[config.mk]
export PLATFORM = sky130hd
export DESIGN_NAME = sprite_blitter
export DESIGN_NICKNAME = d
export VERILOG_FILES = /design/src/rtl/sprite_pkg.sv /design/src/rtl/sprite_scan_counter.sv /design/src/rtl/sprite_blitter.sv
export SDC_FILE = /design/constraint.sdc
export NUM_CORES = 1
export LEC_CHECK = 0
export ABC_AREA = 1
export BUFFER_PORTS_ARGS = -buffer_cell sky130_fd_sc_hd__buf_2
export CORE_UTILIZATION = 60
export CTS_CLUSTER_DIAMETER = 80
export DETAILED_ROUTE_END_ITERATION = 6
export GPL_ROUTABILITY_DRIVEN = 0
export PLACE_DENSITY = 0.85
export SLEW_MARGIN = 20
export SYNTH_ARGS = -nofsm -noshare
export SYNTH_HDL_FRONTEND = slang
export SYNTH_SLANG_ARGS = --single-unit
[constraint.sdc]
create_clock -name clock -period 7.6 [get_ports clock]
set_clock_uncertainty 0.2 [all_clocks]
set_input_delay 1.14 -clock clock [delete_from_list [all_inputs] [get_ports clock]]
set_output_delay 1.14 -clock clock [all_outputs]
set_load 0.005 [all_outputs]
[src/rtl/sprite_pkg.sv]
// sprite_pkg: shared encodings for the sprite rasteriser.
//   - draw mode encodings (mode input)
//   - orientation encodings (orient input)
//   - FSM state encodings for sprite_blitter
package sprite_pkg;

   localparam logic [1:0] MODE_DRAW        = 2'd0;
   localparam logic [1:0] MODE_TRANSPARENT = 2'd1;
   localparam logic [1:0] MODE_ERASE       = 2'd2;

   localparam logic [1:0] ORIENT_0   = 2'd0;
   localparam logic [1:0] ORIENT_90  = 2'd1;
   localparam logic [1:0] ORIENT_180 = 2'd2;
   localparam logic [1:0] ORIENT_270 = 2'd3;

   typedef enum logic [1:0] {
      ST_IDLE = 2'd0,
      ST_DRAW = 2'd1,
      ST_DONE = 2'd2
   } blit_state_e;

endpackage

[src/rtl/sprite_scan_counter.sv]
// sprite_scan_counter: raster-order (row, col) walker over a SIZE x SIZE grid.
// Ports:
//   clock   in   system clock
//   reset   in   synchronous active-high reset
//   clear   in   force row/col to 0
//   enable  in   advance one position (col fastest)
//   row     out  current row
//   col     out  current column
//   last    out  high at (SIZE-1, SIZE-1)
module sprite_scan_counter #(
   parameter int SIZE = 5,
   parameter int CW   = (SIZE > 1) ? $clog2(SIZE) : 1
) (
   input  logic          clock,
   input  logic          reset,
   input  logic          clear,
   input  logic          enable,
   output logic [CW-1:0] row,
   output logic [CW-1:0] col,
   output logic          last
);

   localparam logic [CW-1:0] LAST = CW'(SIZE - 1);

   logic [CW-1:0] row_q;
   logic [CW-1:0] col_q;

   always_ff @(posedge clock) begin
      if (reset || clear) begin
         row_q <= '0;
         col_q <= '0;
      end else if (enable) begin
         if (col_q == LAST) begin
            col_q <= '0;
            row_q <= (row_q == LAST) ? '0 : row_q + CW'(1);
         end else begin
            col_q <= col_q + CW'(1);
         end
      end
   end

   assign row  = row_q;
   assign col  = col_q;
   assign last = (row_q == LAST) && (col_q == LAST);

endmodule

[src/rtl/sprite_blitter.sv]
// sprite_blitter: rasterises one SIZE x SIZE sprite per start/done handshake,
// emitting one registered (x, y, col_out, plot) pixel per clock.
// Ports:
//   clock, reset            system clock, synchronous active-high reset
//   start / ready / done    request (taken only when ready), idle flag, end pulse
//   tile_x, tile_y          sprite tile coordinate (pixel base = tile * SIZE)
//   shape                   bitmap, MSB = top-left, row-major
//   colour, mode, orient    foreground colour, draw mode, rotation
//   x, y, col_out, plot     pixel write port towards the VGA adapter
//
// state   | meaning
// IDLE    | ready; start latches the request
// DRAW    | one pixel per cycle in raster order
// DONE    | first cycle: done pulses; second cycle: return to IDLE
import sprite_pkg::*;

module sprite_blitter #(
   parameter int SIZE  = 5,
   parameter int X_W   = 8,
   parameter int Y_W   = 7,
   parameter int COL_W = 3
) (
   input  logic                 clock,
   input  logic                 reset,
   input  logic                 start,
   output logic                 ready,
   output logic                 done,
   input  logic [X_W-1:0]       tile_x,
   input  logic [Y_W-1:0]       tile_y,
   input  logic [SIZE*SIZE-1:0] shape,
   input  logic [COL_W-1:0]     colour,
   input  logic [1:0]           mode,
   input  logic [1:0]           orient,
   output logic [X_W-1:0]       x,
   output logic [Y_W-1:0]       y,
   output logic [COL_W-1:0]     col_out,
   output logic                 plot
);

   localparam int NPIX = SIZE * SIZE;
   localparam int CW   = (SIZE > 1) ? $clog2(SIZE) : 1;
   localparam int IW   = $clog2(NPIX);
   localparam logic [CW-1:0] LAST = CW'(SIZE - 1);

   blit_state_e state_q, state_d;

   logic [X_W-1:0]   base_x_q;
   logic [Y_W-1:0]   base_y_q;
   logic [NPIX-1:0]  shape_q;
   logic [COL_W-1:0] colour_q;
   logic [1:0]       mode_q;
   logic [1:0]       orient_q;

   logic [X_W-1:0]   x_q, x_d;
   logic [Y_W-1:0]   y_q, y_d;
   logic [COL_W-1:0] col_q, col_d;
   logic             plot_q, plot_d;
   logic             done_q, done_d;

   logic             accept;
   logic             cnt_en;
   logic [CW-1:0]    row, col;
   logic             last;

   logic [CW-1:0]    src_r, src_c;
   int               bit_idx;
   logic             pix_bit;
   logic [COL_W-1:0] pix_col;

   sprite_scan_counter #(.SIZE(SIZE), .CW(CW)) u_scan (
      .clock  (clock),
      .reset  (reset),
      .clear  (accept),
      .enable (cnt_en),
      .row    (row),
      .col    (col),
      .last   (last)
   );

   always_ff @(posedge clock) begin
      if (reset) begin
         state_q <= ST_IDLE;
      end else begin
         state_q <= state_d;
      end
   end

   always_comb begin
      state_d = state_q;
      case (state_q)
         ST_IDLE: if (start)  state_d = ST_DRAW;
         ST_DRAW: if (last)   state_d = ST_DONE;
         ST_DONE: if (done_q) state_d = ST_IDLE;
         default:             state_d = ST_IDLE;
      endcase
   end

   // Source pixel for the current destination (row, col) under rotation.
   always_comb begin
      src_r = row;
      src_c = col;
      case (orient_q)
         ORIENT_90:  begin src_r = LAST - col; src_c = row;        end
         ORIENT_180: begin src_r = LAST - row; src_c = LAST - col; end
         ORIENT_270: begin src_r = col;        src_c = LAST - row; end
         default:    begin src_r = row;        src_c = col;        end
      endcase
      bit_idx = NPIX - 1 - (int'(src_r) * SIZE + int'(src_c));
      pix_bit = shape_q[bit_idx[IW-1:0]];
   end

   always_comb begin
      ready   = (state_q == ST_IDLE);
      accept  = ready && start;
      cnt_en  = (state_q == ST_DRAW);
      plot_d  = 1'b0;
      done_d  = 1'b0;
      pix_col = '0;
      x_d     = x_q;
      y_d     = y_q;
      col_d   = col_q;
      case (state_q)
         ST_DRAW: begin
            case (mode_q)
               MODE_TRANSPARENT: begin plot_d = pix_bit; pix_col = colour_q; end
               MODE_ERASE:       begin plot_d = 1'b1;    pix_col = '0;       end
               default:          begin plot_d = 1'b1;    pix_col = pix_bit ? colour_q : '0; end
            endcase
            // Pixel fields only move when a pixel is actually written.
            if (plot_d) begin
               x_d   = base_x_q + X_W'(col);
               y_d   = base_y_q + Y_W'(row);
               col_d = pix_col;
            end
         end
         ST_DONE: done_d = ~done_q;
         default: ;
      endcase
   end

   always_ff @(posedge clock) begin
      if (reset) begin
         x_q      <= '0;
         y_q      <= '0;
         col_q    <= '0;
         plot_q   <= 1'b0;
         done_q   <= 1'b0;
         base_x_q <= '0;
         base_y_q <= '0;
         shape_q  <= '0;
         colour_q <= '0;
         mode_q   <= MODE_DRAW;
         orient_q <= ORIENT_0;
      end else begin
         x_q    <= x_d;
         y_q    <= y_d;
         col_q  <= col_d;
         plot_q <= plot_d;
         done_q <= done_d;
         if (accept) begin
            base_x_q <= X_W'(int'(tile_x) * SIZE);
            base_y_q <= Y_W'(int'(tile_y) * SIZE);
            shape_q  <= shape;
            colour_q <= colour;
            mode_q   <= mode;
            orient_q <= orient;
         end
      end
   end

   assign x       = x_q;
   assign y       = y_q;
   assign col_out = col_q;
   assign plot    = plot_q;
   assign done    = done_q;

endmodule

==> flow_summary.ini <==
[timing]
clock_period_minus_final_worst_setup_slack_ps = 4240
drv_slew = 0
rsz0062_at_grt = no
final_hold_viol_count = 0
min_period_over_period_pct = 55.8
timing.slew.headroom_pct = 33.9
timing.fmax_mhz = 236
setup-violations-final = 0
worst-slew-pin-transition_ps = 986
tns_ps = 0

[synthesis]
yosysSeqAreaShare_pct = 37.4
number_of_flops_mapped_to_enable_cells_by_yosys = 0
synth_fp_nets = 624
synth-seq-cells = 75
post_synth_main_area_contributors = sky130_fd_sc_hd__dfxtp_1 37%, sky130_fd_sc_hd__nor2_1 11%, sky130_fd_sc_hd__ha_1 11%, sky130_fd_sc_hd__o21ai_0 7.7%, sky130_fd_sc_hd__nand2_1 6.3%
synthesis.area_mm2 = 0.00401
postSynthCellCount = 533
async_set_or_reset_flop_fraction_in_the_synthesized_netlist_pct = 0
yosys_warnings = 0
synth_top_area_share_pct = 37.4
ys_types = 29
synth.largest_area_cell = sky130_fd_sc_hd__dfxtp_1
avgSynthCellArea_um2 = 7.53
postSynth.topFlopCell = sky130_fd_sc_hd__dfxtp_1

[clock_network]
cts_hold_buffers = 0
clock_latency_ps = 340
cts_max_path_buffers = 2
clock_tree.htree_level_count = 3
post_cts_resized = 0
cts_tree = done
cts_root_buf = sky130_fd_sc_hd__clkbuf_8
cts_setup_buffers = 0
clock-sinks = 75
cts-buffers-inserted = 9
clk_pin_slew_worst_paths_ps = 80

[global_route]
wire_length_of_the_first_global_routing_pass_um = 15200
met3_usage_pct = 3.86
grtUsageMet1_pct = 37.5
groute.layer.met2.usage_pct = 42.2
groute.usage.overall_pct = 26.8
vias_in_the_first_global_route = 3361
number_of_antenna_violations_at_the_first_check_in_global_routing = 0
grt-busiest-layer = met2
largest_net_degree_at_the_start_of_global_routing = 65
grt_overflow = 0

[routing]
via_count = 3663
initialDrtViolationCount = 319
drtAntennaViolNets = 0
routed_wire_length_per_instance_um = 13.2
drt_pass1_iterations = 5
finalWirelength_um = 8950
vias_per_cell = 5.41
drc = 0

[power_and_ir_drop]
total_power_mw = 1.04
power.switching_uw = 333
clockPowerShare_pct = 30.1
p_int_uw = 704
power.share.switching_pct = 32.1
power.share.combinational_pct = 25.9
ir_drop_uv = 197
power_density_mw_per_mm2 = 227
power.leakage_nw = 2.17
seqPwrFrac_pct = 43.9

[worst_setup_path]
r2r_setup_slack_ps = 3360
reg2regPathDepth = 22
critical_path.top_delay_family = adder cells
crit_path_end = col_out[1]
critical_path_peak_fanout = 19
crit_path_max_incr_delay_ps = 470
cp_num_buf_inv = 5
timing.critical_path.arrival_ps = 4290
cp_cell_sequence = inv_1 -> ha_1 -> ha_1 -> nand2_1 -> a31oi_1 -> ha_1 -> fa_1 -> inv_1 -> ha_1 -> inv_1 -> fa_1 -> xor2_1 -> inv_1 -> nand3_1 -> nand2_2 -> inv_1 -> nand2_2 -> nand2_2 -> a21oi_4 -> nand2_1 -> nand2_1 -> nor2_1
regToRegStartpoint = u_scan.col[0]
setup.worst_path.end_class = flop
critPathLaunchType = flop
cp_slowest_cell = sky130_fd_sc_hd__fa_1
cp_data_required_time_ps = 7640
path_common_cell = sky130_fd_sc_hd__inv_1
rr_endpoint = col_out[1]
path_depth = 22
critical_path.startpoint = u_scan.col[0]
critical_path_class = flop to flop

[cells_and_area]
final_stage_net_count = 687
design_area_mm2 = 0.00456
area_delta_synth_final_pct = 13.7
post_route_cells_drive_above_1_share_pct = 16.3
instances_no_fill = 677
fin_util_pct = 71.5
fillCellCount = 516
antennaDiodeCount = 0

[place]
port_buffer_count = 70
dpl_cell_area_mm2 = 0.00436
place_inst = 662
dp_hpwl_um = 6560

[floorplanning]
die_width_um = 83.8
initial_utilization_pct = 62.8
core-area_mm2 = 0.00639
floorplan.rows = 29
vertical_die_dimension_um = 83.8
die_area_mm2 = 0.00702
boundaryPins = 71

[run_status]
outcome = finished clean

[job]
max_cap_violations = 0

[min_path]
worstHoldPathType = flop to flop
-- cells in the mapped netlist (all sizes together), types with 8 or more instances --
| master | n |
|---|---|
| dfxtp | 75 |
| nand3 | 37 |
| xor2 | 13 |
| nand2 | 72 |
| ha | 35 |
| clkbuf | 12 |
| xnor2 | 8 |
| nor2 | 117 |
| o21ai | 63 |
| inv | 46 |
| buf | 8 |
| a21oi | 25 |
-- worst min-delay path by stage --
stage | depth (start not counted) | endpoint | startpoint | slack [ps]
floorplan | 2 | colour_q[0] | colour_q[0] | 230
CTS | 2 | colour_q[1] | colour_q[1] | 260
detailed placement | 2 | colour_q[2] | colour_q[2] | 260
global route | 2 | colour_q[2] | colour_q[2] | 300
global placement | 2 | colour_q[1] | colour_q[1] | 250
finish | 2 | colour_q[1] | colour_q[1] | 260
-- power by group through the flow --
stage                     clock network, mW  registers (mW)  logic (mW)
final                                 0.312           0.456       0.269
after global placement                    0           0.463       0.253
after global routing                  0.333           0.461       0.304
after floorplan                           0           0.461       0.194
after CTS                             0.313           0.456       0.268
after detailed placement                  0           0.465       0.265
-- final cells by class --
class	count	area [µm²]	area share, %
clock inverter	4	50.0	1.10
multi-input combinational	390	2220	48.6
clock buffer	11	151	3.32
timing repair buffer	72	365	8.01
inverter	48	180	3.95
sequential	75	1500	32.9
tap	77	96.3	2.11
-- flip-flops by register name, summed over array words and instances, names as in the netlist --
| name | flops |
|---|---|
| x | 8 |
| colour_q | 3 |
| u_scan.row | 3 |
| plot | 1 |
| state_q | 2 |
| y | 7 |
| col_out | 3 |
| shape_q | 25 |
| mode_q | 2 |
| done | 1 |
| base_x_q | 8 |
| orient_q | 2 |
| u_scan.col | 3 |
| base_y_q | 7 |
-- worst min-delay path: cells and delay by family (launching register included) --
family                 cells  cell delay, ps
AO/OA/AOI/OAI              1              50
buffers and inverters      1              60
flip-flops                 1             300
-- placed cells by master (no fill, tap or decap), drive strengths merged, types with 6 or more instances in the layout --
cell,synthesis,routed
nor2,117,117
dfxtp,75,75
buf,8,72
nand2,72,72
o21ai,63,63
inv,46,46
nand3,37,37
ha,35,35
a21oi,25,25
xor2,13,13
clkbuf,12,11
xnor2,8,8
fa,6,6
-- metrics by stage --
| stage | setup slack (ps) | hold WS, ps |
|---|---|---|
| 2_1_floorplan | 3800 | 230 |
| 3_3_place_gp | 3560 | 245 |
| 6_report | 3360 | 261 |
| 5_1_grt | 3110 | 299 |
| 3_5_place_dp | 3390 | 263 |
| 4_1_cts | 3370 | 264 |
-- kinds of logic (layout without fill, tap and decap cells) --
kind of cell | count (synthesis) | in the layout | share of synthesized area, %
xor gates and xnor gates | 21 | 21 | 4.58
adders and majority gates | 41 | 41 | 13.9
buffers and inverters | 68 | 135 | 7.30
DFF | 75 | 75 | 37.4
and+or+nand+nor | 227 | 227 | 23.0
AOI/OAI and AO/OA | 101 | 101 | 13.8
-- metal layers --
layer | wire length, µm | vias up
li1 | - | 1856
met1 | 4040 | 1645
met2 | 4120 | 141
met3 | 610 | 21
met4 | 181 | 0
met5 | 0 | -
Note: power is estimated with default switching activity, not from simulation.
